--- src/rtl/header_nonce_feeder_if.sv ---
// Job-configuration and header-stream bus of the nonce feeder.
// The feeder is the slave; the job source / header sink side is the master.
interface header_nonce_feeder_if;
    localparam int unsigned PREFIX_W = 608;
    localparam int unsigned NONCE_W  = 32;
    localparam int unsigned HDR_W    = 640;
    localparam int unsigned CNT_W    = 33;

    logic                cfg_valid;
    logic                cfg_ready;
    logic [PREFIX_W-1:0] cfg_prefix;
    logic [NONCE_W-1:0]  cfg_nonce_start;
    logic [NONCE_W-1:0]  cfg_nonce_end;
    logic                abort;
    logic                hdr_valid;
    logic                hdr_ready;
    logic [HDR_W-1:0]    hdr_data;
    logic [NONCE_W-1:0]  hdr_nonce;
    logic                hdr_last;
    logic                busy;
    logic                done;
    logic                aborted;
    logic [CNT_W-1:0]    issued_count;

    modport master (
        output cfg_valid, cfg_prefix, cfg_nonce_start, cfg_nonce_end, abort, hdr_ready,
        input  cfg_ready, hdr_valid, hdr_data, hdr_nonce, hdr_last, busy, done, aborted,
               issued_count
    );

    modport slave (
        input  cfg_valid, cfg_prefix, cfg_nonce_start, cfg_nonce_end, abort, hdr_ready,
        output cfg_ready, hdr_valid, hdr_data, hdr_nonce, hdr_last, busy, done, aborted,
               issued_count
    );
endinterface

--- src/rtl/header_nonce_feeder.sv ---
// Streams 640-bit block headers {prefix, nonce} over a nonce range, one per accepted
// transfer, ahead of the double-SHA256 hash block.
module header_nonce_feeder #(
    parameter int unsigned STEP            = 1,
    parameter bit          NONCE_BYTE_SWAP = 1'b1
) (
    input logic                  clk,
    input logic                  rst_n,
    header_nonce_feeder_if.slave bus
);
    localparam int unsigned PREFIX_W = 608;
    localparam int unsigned NONCE_W  = 32;
    localparam int unsigned HDR_W    = 640;
    localparam int unsigned CNT_W    = 33;

    typedef enum logic {
        IDLE = 1'b0,
        RUN  = 1'b1
    } state_e;

    state_e              state_q, state_d;
    logic [PREFIX_W-1:0] prefix_q, prefix_d;
    logic [NONCE_W-1:0]  end_q, end_d;
    logic [NONCE_W-1:0]  nonce_q, nonce_d;
    logic [HDR_W-1:0]    data_q, data_d;
    logic                hdr_valid_q, hdr_valid_d;
    logic                hdr_last_q, hdr_last_d;
    logic                done_q, done_d;
    logic                aborted_q, aborted_d;
    logic                busy_q, busy_d;
    logic [CNT_W-1:0]    count_q, count_d;
    logic                xfer_c;

    function automatic logic [NONCE_W-1:0] place(input logic [NONCE_W-1:0] n);
        if (NONCE_BYTE_SWAP) return {n[7:0], n[15:8], n[23:16], n[31:24]};
        return n;
    endfunction

    // Final header of the job: fewer than STEP nonces remain up to the inclusive end.
    function automatic logic is_last(input logic [NONCE_W-1:0] e, input logic [NONCE_W-1:0] c);
        logic [NONCE_W-1:0] rem;
        rem = e - c;
        return rem < NONCE_W'(STEP);
    endfunction

    assign xfer_c = hdr_valid_q & bus.hdr_ready;

    always_comb begin
        state_d     = state_q;
        prefix_d    = prefix_q;
        end_d       = end_q;
        nonce_d     = nonce_q;
        data_d      = data_q;
        hdr_valid_d = hdr_valid_q;
        hdr_last_d  = hdr_last_q;
        done_d      = 1'b0;
        aborted_d   = 1'b0;
        count_d     = count_q;

        if (state_q == IDLE) begin
            if (bus.cfg_valid) begin
                state_d     = RUN;
                prefix_d    = bus.cfg_prefix;
                end_d       = bus.cfg_nonce_end;
                nonce_d     = bus.cfg_nonce_start;
                data_d      = {bus.cfg_prefix, place(bus.cfg_nonce_start)};
                hdr_valid_d = 1'b1;
                hdr_last_d  = is_last(bus.cfg_nonce_end, bus.cfg_nonce_start);
                count_d     = '0;
            end
        end else begin
            if (xfer_c) count_d = count_q + CNT_W'(1);
            // A final-header transfer completes normally even if abort is raised with it.
            if ((xfer_c && hdr_last_q) || bus.abort) begin
                state_d     = IDLE;
                hdr_valid_d = 1'b0;
                hdr_last_d  = 1'b0;
                done_d      = 1'b1;
                aborted_d   = !(xfer_c && hdr_last_q);
            end else if (xfer_c) begin
                nonce_d    = nonce_q + NONCE_W'(STEP);
                data_d     = {prefix_q, place(nonce_d)};
                hdr_last_d = is_last(end_q, nonce_d);
            end
        end

        busy_d = (state_d == RUN);
    end

    always_ff @(posedge clk) begin
        if (!rst_n) begin
            state_q     <= IDLE;
            prefix_q    <= '0;
            end_q       <= '0;
            nonce_q     <= '0;
            data_q      <= '0;
            hdr_valid_q <= 1'b0;
            hdr_last_q  <= 1'b0;
            done_q      <= 1'b0;
            aborted_q   <= 1'b0;
            busy_q      <= 1'b0;
            count_q     <= '0;
        end else begin
            state_q     <= state_d;
            prefix_q    <= prefix_d;
            end_q       <= end_d;
            nonce_q     <= nonce_d;
            data_q      <= data_d;
            hdr_valid_q <= hdr_valid_d;
            hdr_last_q  <= hdr_last_d;
            done_q      <= done_d;
            aborted_q   <= aborted_d;
            busy_q      <= busy_d;
            count_q     <= count_d;
        end
    end

    assign bus.cfg_ready    = (state_q == IDLE);
    assign bus.hdr_valid    = hdr_valid_q;
    assign bus.hdr_data     = data_q;
    assign bus.hdr_nonce    = nonce_q;
    assign bus.hdr_last     = hdr_last_q;
    assign bus.busy         = busy_q;
    assign bus.done         = done_q;
    assign bus.aborted      = aborted_q;
    assign bus.issued_count = count_q;
endmodule

--- src/flat_wrapper.sv ---
// flat-port wrapper written by rule: the top's interface ports become plain ports
module header_nonce_feeder_flat 
#(
    parameter int unsigned STEP            = 1,
    parameter bit          NONCE_BYTE_SWAP = 1'b1
)
  (clk, rst_n, bus_cfg_valid, bus_cfg_prefix, bus_cfg_nonce_start, bus_cfg_nonce_end, bus_abort, bus_hdr_ready, bus_cfg_ready, bus_hdr_valid, bus_hdr_data, bus_hdr_nonce, bus_hdr_last, bus_busy, bus_done, bus_aborted, bus_issued_count);
  header_nonce_feeder_if bus_i ();
  input logic clk;
  input logic rst_n;
  input wire logic [$bits(bus_i.cfg_valid)-1:0] bus_cfg_valid;
  input wire logic [$bits(bus_i.cfg_prefix)-1:0] bus_cfg_prefix;
  input wire logic [$bits(bus_i.cfg_nonce_start)-1:0] bus_cfg_nonce_start;
  input wire logic [$bits(bus_i.cfg_nonce_end)-1:0] bus_cfg_nonce_end;
  input wire logic [$bits(bus_i.abort)-1:0] bus_abort;
  input wire logic [$bits(bus_i.hdr_ready)-1:0] bus_hdr_ready;
  output wire logic [$bits(bus_i.cfg_ready)-1:0] bus_cfg_ready;
  output wire logic [$bits(bus_i.hdr_valid)-1:0] bus_hdr_valid;
  output wire logic [$bits(bus_i.hdr_data)-1:0] bus_hdr_data;
  output wire logic [$bits(bus_i.hdr_nonce)-1:0] bus_hdr_nonce;
  output wire logic [$bits(bus_i.hdr_last)-1:0] bus_hdr_last;
  output wire logic [$bits(bus_i.busy)-1:0] bus_busy;
  output wire logic [$bits(bus_i.done)-1:0] bus_done;
  output wire logic [$bits(bus_i.aborted)-1:0] bus_aborted;
  output wire logic [$bits(bus_i.issued_count)-1:0] bus_issued_count;
  assign bus_i.cfg_valid = bus_cfg_valid;
  assign bus_i.cfg_prefix = bus_cfg_prefix;
  assign bus_i.cfg_nonce_start = bus_cfg_nonce_start;
  assign bus_i.cfg_nonce_end = bus_cfg_nonce_end;
  assign bus_i.abort = bus_abort;
  assign bus_i.hdr_ready = bus_hdr_ready;
  assign bus_cfg_ready = bus_i.cfg_ready;
  assign bus_hdr_valid = bus_i.hdr_valid;
  assign bus_hdr_data = bus_i.hdr_data;
  assign bus_hdr_nonce = bus_i.hdr_nonce;
  assign bus_hdr_last = bus_i.hdr_last;
  assign bus_busy = bus_i.busy;
  assign bus_done = bus_i.done;
  assign bus_aborted = bus_i.aborted;
  assign bus_issued_count = bus_i.issued_count;
  header_nonce_feeder #(.STEP(STEP), .NONCE_BYTE_SWAP(NONCE_BYTE_SWAP)) u_core (.clk(clk), .rst_n(rst_n), .bus(bus_i));
endmodule
--- config.mk ---
export PLATFORM = sky130hd
export DESIGN_NAME = header_nonce_feeder_flat
export DESIGN_NICKNAME = d
export VERILOG_FILES = /design/src/rtl/header_nonce_feeder_if.sv /design/src/rtl/header_nonce_feeder.sv /design/src/flat_wrapper.sv
export SDC_FILE = /design/constraint.sdc
export NUM_CORES = 2
export LEC_CHECK = 0
export CAP_MARGIN = 20
export CORE_AREA = 2 2 534 536
export DETAILED_ROUTE_END_ITERATION = 10
export DIE_AREA = 0 0 536 538
export HOLD_SLACK_MARGIN = 0.08
export PLACE_DENSITY = 0.4
export SLEW_MARGIN = 20
export SYNTH_ARGS = -nofsm -noshare
export SYNTH_HDL_FRONTEND = slang
export SYNTH_SLANG_ARGS = --single-unit
--- constraint.sdc ---
create_clock -name clk -period 5.9 [get_ports clk]
set_input_delay 1.18 -clock clk [delete_from_list [all_inputs] [get_ports clk]]
set_output_delay 1.18 -clock clk [all_outputs]
set_load 0.01 [all_outputs]
# ---- Word level (Yosys, flattened, before mapping)
# Cells that the tools add are included.
dict set report totals {
  register_bits 1350
  input_bits 677
}
dict set report classes {
  addsub 4
  order_cmp 2
  n_eq_ne 4
  muxes 28
  n_bitwise 2
  n_reduce_logical 11
}
# operator count
set ops {}
lappend ops {{2-to-1 mux 640 bit} 4}
lappend ops {{2-to-1 mux 32 bit} 6}
lappend ops {{2-to-1 mux 33 bit} 3}
lappend ops {{less-than comparator 32 x 1 -> 1 bit (second input constant)} 2}
lappend ops {{subtractor 32 bit} 2}
lappend ops {{adder 33 x 1 -> 33 bit (second input constant)} 1}
lappend ops {{adder 32 x 1 -> 32 bit (second input constant)} 1}
lappend ops {{2-to-1 mux 1 bit} 15}
lappend ops {{AND reduction 2 bit} 5}
lappend ops {{inequality test 2 bit (second input constant)} 3}
lappend ops {{AND reduction 3 bit} 2}
lappend ops {{inequality test 3 bit (second input constant)} 1}
lappend ops {{nonzero test 2 bit} 1}
lappend ops {{AND 1 bit} 1}
lappend ops {{logical AND 1 bit} 1}
lappend ops {{zero test 1 bit} 1}
lappend ops {{logical OR 1 bit} 1}
lappend ops {{inverter 1 bit} 1}

# ---- Depth between registers and ports, before layout
dict set report logic_depth {
  word_depth 9
  ltp_mapped 21
  mapped_depth_nobuf 20
}

# ---- Worst setup path after synthesis
# OpenSTA, ideal clock, no wires.
dict set report synth_path {
  path_kind {flip-flop to flip-flop}
  startpoint {register u_core.bus.hdr_data[25] (netlist name)}
  endpoint {register u_core.hdr_last_q, in the netlist u_core.bus.hdr_last}
  arrival_ns 4.635
  t_required_ns 5.816
  slack_ns 1.181
  stages_incl_launch_ff 22
  period_less_slack_ns 4.719
  cell_sequence {dfxtp_1 > ha_1 > nand4_1 > clkbuf_1 > nor3_1 > nor3b_1 > nand3_1 > nor2_1 > xnor2_1 > ha_1 > nor2b_1 > nor4b_1 > nand4_1 > a2111oi_0 > o211ai_1 > a211o_1 > or4_1 > nor4_1 > nand4_1 > nor4_1 > nand4_1 > o31ai_2}
}
# item line_no
set synth_lines {}
lappend synth_lines {{end signal, assigned} header_nonce_feeder.sv:110} ;# hdr_last_q <= hdr_last_d;
lappend synth_lines {{end, declared} header_nonce_feeder.sv:27} ;# logic hdr_last_q, hdr_last_d;

==> flow_metrics.py <==
metrics = {
    "routing": {
        "ant_nets": 0,
        "drc": 0,
        "vias": 52200,
        "avgViaCountPerCell": 4.46,
        "wl_per_cell_um": 23.5,
        "drt-initial-drc-count": 2908,
        "wirelength_mm": 275,
        "firstDrtPassIters": 7,
    },
    "floorplan": {
        "rows": 196,
        "ios": 1388,
        "coreArea_um2": 283000,
        "die_w_um": 536,
        "start_util": 0.199,
        "dieHeight_um": 538,
        "dieArea_um2": 288000,
    },
    "grt": {
        "overflow": 0,
        "globalRouteTotalUtil": 0.180,
        "grt.met2_usage": 0.291,
        "grtUsageMet3": 0.0785,
        "antenna_found_initial": 129,
        "grt_pass1_wl_mm": 380,
        "grt_pass1_vias": 49400,
        "grt_max_degree": 165,
        "use_met1": 0.214,
        "top_usage_layer": "met2",
    },
    "job": {
        "cap_viol_max_count": 0,
    },
    "setup_path": {
        "end_kind": "flop",
        "startpoint_type": "flop",
        "arrival_ps": 6240,
        "r2r_setup_slack_ps": 400,
        "r2r-end": "u_core.bus.hdr_last",
        "critPathRequiredTime_ps": 6640,
        "criticalPathCategory": "reg -> reg",
        "critical_path.startpoint": "u_core.bus.hdr_data[24]",
        "cp_max_fo": 13,
        "reg2reg_from": "u_core.bus.hdr_data[24]",
        "reg2reg_depth": 20,
        "cp-endpoint": "u_core.bus.hdr_last",
    },
    "layout": {
        "regArea_um2": 26400,
        "nFillCells": 30100,
        "stdcell_area_um2": 79700,
        "multi_input_area_um2": 27300,
        "final_common_cell": "nand2_1",
        "final_cell_mix": "nand2_1, clkdlybuf4s50_1, dfxtp_1",
        "nNetsFinal": 8517,
        "syn_to_final_growth_pct": 41.7,
        "final_cells": 11700,
        "drive_gt1_frac": 0.0518,
    },
    "synthesis": {
        "synth_nets": 7413,
        "synth-seq-area-share": 0.469,
        "ys_async_sr_fraction": 0,
        "ys_seq_elements": 1318,
        "synth-edff-count": 0,
        "synth_flop_cell": "dfxtp_1",
        "syn_area_um2": 56200,
        "ys_warn_count": 0,
        "syn_avg_cell_area_um2": 8.41,
        "ys_types": 91,
        "postSynthCellCount": 6689,
    },
    "sta": {
        "max_slew_margin": 0.288,
        "final-hold-violation-count": 0,
        "hold-worst-slack_ps": 451,
        "final.min_clock_period_ps": 5500,
        "max_freq_mhz": 182,
        "tightestPinTransition_ps": 1070,
        "setup_viol": 0,
        "slew_viol_final": 0,
        "clock_skew_ps": 31.0,
        "finalCritPeriodShare": 0.933,
    },
    "clock_tree": {
        "clkLatencyLatePin_ps": 830,
        "clkTransAtPathRegs_ps": 60,
        "cts.sinks": 1318,
        "h-tree-depth": 4,
        "cts_tree": "built",
        "cts_max_path_buffers": 4,
        "cts_root_buf": "clkbuf_16",
        "cts_made_buffers": 172,
    },
    "pwr": {
        "vdd_drop_max_v": 0.000194,
        "power-per-cell-area_nw_per_um2": 318,
        "leakagePower_nw": 28.6,
    },
    "place": {
        "dp_cells": 11400,
        "gp_congestion": 0.874,
        "io_buffers": 1387,
        "place_area_um2": 73900,
        "hpwl_mm": 204,
    },
    "status": {
        "outcome": "finished, final reports clean",
    },
    "min_path": {
        "hold_path.class": "reg -> reg",
        "min_path_cells": 2,
    },
}
## final cells by class
type / instances / area share
Sequential cell: 1318 / 0.331
Tap cell: 3762 / 0.0591
Inverter: 74 / 0.00358
Clock buffer: 258 / 0.0632
Timing Repair Buffer: 1502 / 0.191
Clock inverter: 38 / 0.00788
Multi-Input combinational cell: 4725 / 0.343
Antenna cell: 31 / 0.000973
## flip-flops by register name (all words and copies together), names as in the netlist, 32 cells and up
register / count
u_core.bus.hdr_data: 640
u_core.prefix_q: 608
u_core.bus.issued_count: 33
u_core.end_q: 32
## power by group
part / switching, W / total (W) / leakage (nW) / internal [W]
registers: 0.000415 / 0.00998 / 10.9 / 0.00956
logic: 0.00264 / 0.00472 / 14.9 / 0.00208
clock network: 0.00433 / 0.0107 / 2.76 / 0.00635
total: 0.00739 / 0.0254 / 28.6 / 0.0180
## stage by stage
stage / setup TNS (ps) / setup WS [ps] / total power [W] / util
2_1_floorplan: 0 / 1180 / 0.0124 / -
3_5_place_dp: -8.90 / -8.90 / 0.0149 / 0.261
5_1_grt: -7.31 / -7.31 / 0.0266 / 0.281
3_3_place_gp: -45.0 / -45.0 / 0.0149 / 0.261
6_report: 0 / 395 / 0.0254 / 0.281
4_1_cts: 0 / 213 / 0.0259 / 0.281
## metal layers
metal	share of wire	up-vias	routed length [um]
met4	0.034	96	9480
met3	0.10	488	28100
li1	-	25400	-
met5	0.0023	-	621
met2	0.45	1624	125000
met1	0.41	24600	112000
## worst max-delay path, cell delays in order, from the launching register on
cell,delay [ps]
dfxtp_1,460
ha_1,310
nand4_1,230
buf_4,270
nor4_4,380
nand4_1,270
nor2_1,190
xnor2_1,120
ha_1,380
nor2b_1,70
nor4b_1,270
nand4_1,270
a2111oi_0,400
o211ai_1,160
a211o_1,250
or4_1,400
nor4_1,190
nand4_1,170
nor4_2,220
nand4_1,180
o31ai_2,200
## worst min-delay path by stage
stage	startpoint	endpoint	slack [ps]
finish	u_core.prefix_q[26]	u_core.prefix_q[26]	450
global route	u_core.prefix_q[605]	u_core.prefix_q[605]	470
detailed placement	u_core.prefix_q[221]	u_core.prefix_q[221]	450
global placement	u_core.prefix_q[473]	u_core.prefix_q[473]	440
floorplan	u_core.prefix_q[0]	u_core.prefix_q[0]	440
CTS	u_core.prefix_q[605]	u_core.prefix_q[605]	450
## kinds of logic (layout without fill, tap and decap cells)
family                     after synthesis  count (layout)  synth area share
muxes                                  624             624             0.111
DFF                                   1318            1318             0.469
buffers and inverters                  646            1872            0.0455
and+or+nand+nor                       2368            2368             0.169
xor gates and xnor gates                91              91            0.0143
adders and majority gates               63              63            0.0136
AOI/OAI and AO/OA                     1579            1579             0.177
other                                    0              31                 0
## cells in the mapped netlist (5+ instances only)
cell type | instances | area share
mux2i_1 | 620 | 0.11
a31oi_1 | 12 | 0.0013
o22ai_1 | 18 | 0.0020
nor3_1 | 27 | 0.0024
nand3b_1 | 5 | 0.00067
and2_1 | 9 | 0.0010
o211ai_1 | 15 | 0.0020
nor3b_1 | 5 | 0.00067
o31a_1 | 5 | 0.00078
o2111ai_1 | 5 | 0.00078
a22oi_1 | 9 | 0.0012
a21oi_1 | 730 | 0.065
a21o_1 | 16 | 0.0021
xnor2_1 | 58 | 0.0090
ha_1 | 45 | 0.010
inv_1 | 70 | 0.0047
nand2_1 | 1391 | 0.093
or3_1 | 10 | 0.0011
o21ai_1 | 6 | 0.00053
o31ai_1 | 5 | 0.00067
buf_1 | 19 | 0.0013
o21a_1 | 15 | 0.0020
o21bai_1 | 5 | 0.00067
buf_4 | 33 | 0.0044
nor4_1 | 8 | 0.00089
nor2b_1 | 18 | 0.0020
maj3_1 | 14 | 0.0025
and3_1 | 23 | 0.0026
o21ai_0 | 56 | 0.0050
and4_1 | 8 | 0.0012
dfxtp_1 | 1318 | 0.47
or2_2 | 7 | 0.00078
nand4_1 | 31 | 0.0034
nand2b_1 | 8 | 0.00089
nand3_1 | 49 | 0.0044
clkbuf_1 | 513 | 0.034
a211oi_1 | 624 | 0.083
buf_2 | 6 | 0.00053
xor2_1 | 32 | 0.0050
nor2_1 | 745 | 0.050
## what timing repair did
action | CTS | global route
setup buffers | 0 | 1
setup endpoints to repair | 0 | 1
hold buffers | 0 | 0
resized for setup | 0 | 5
Power figures use the tool's default switching activity.
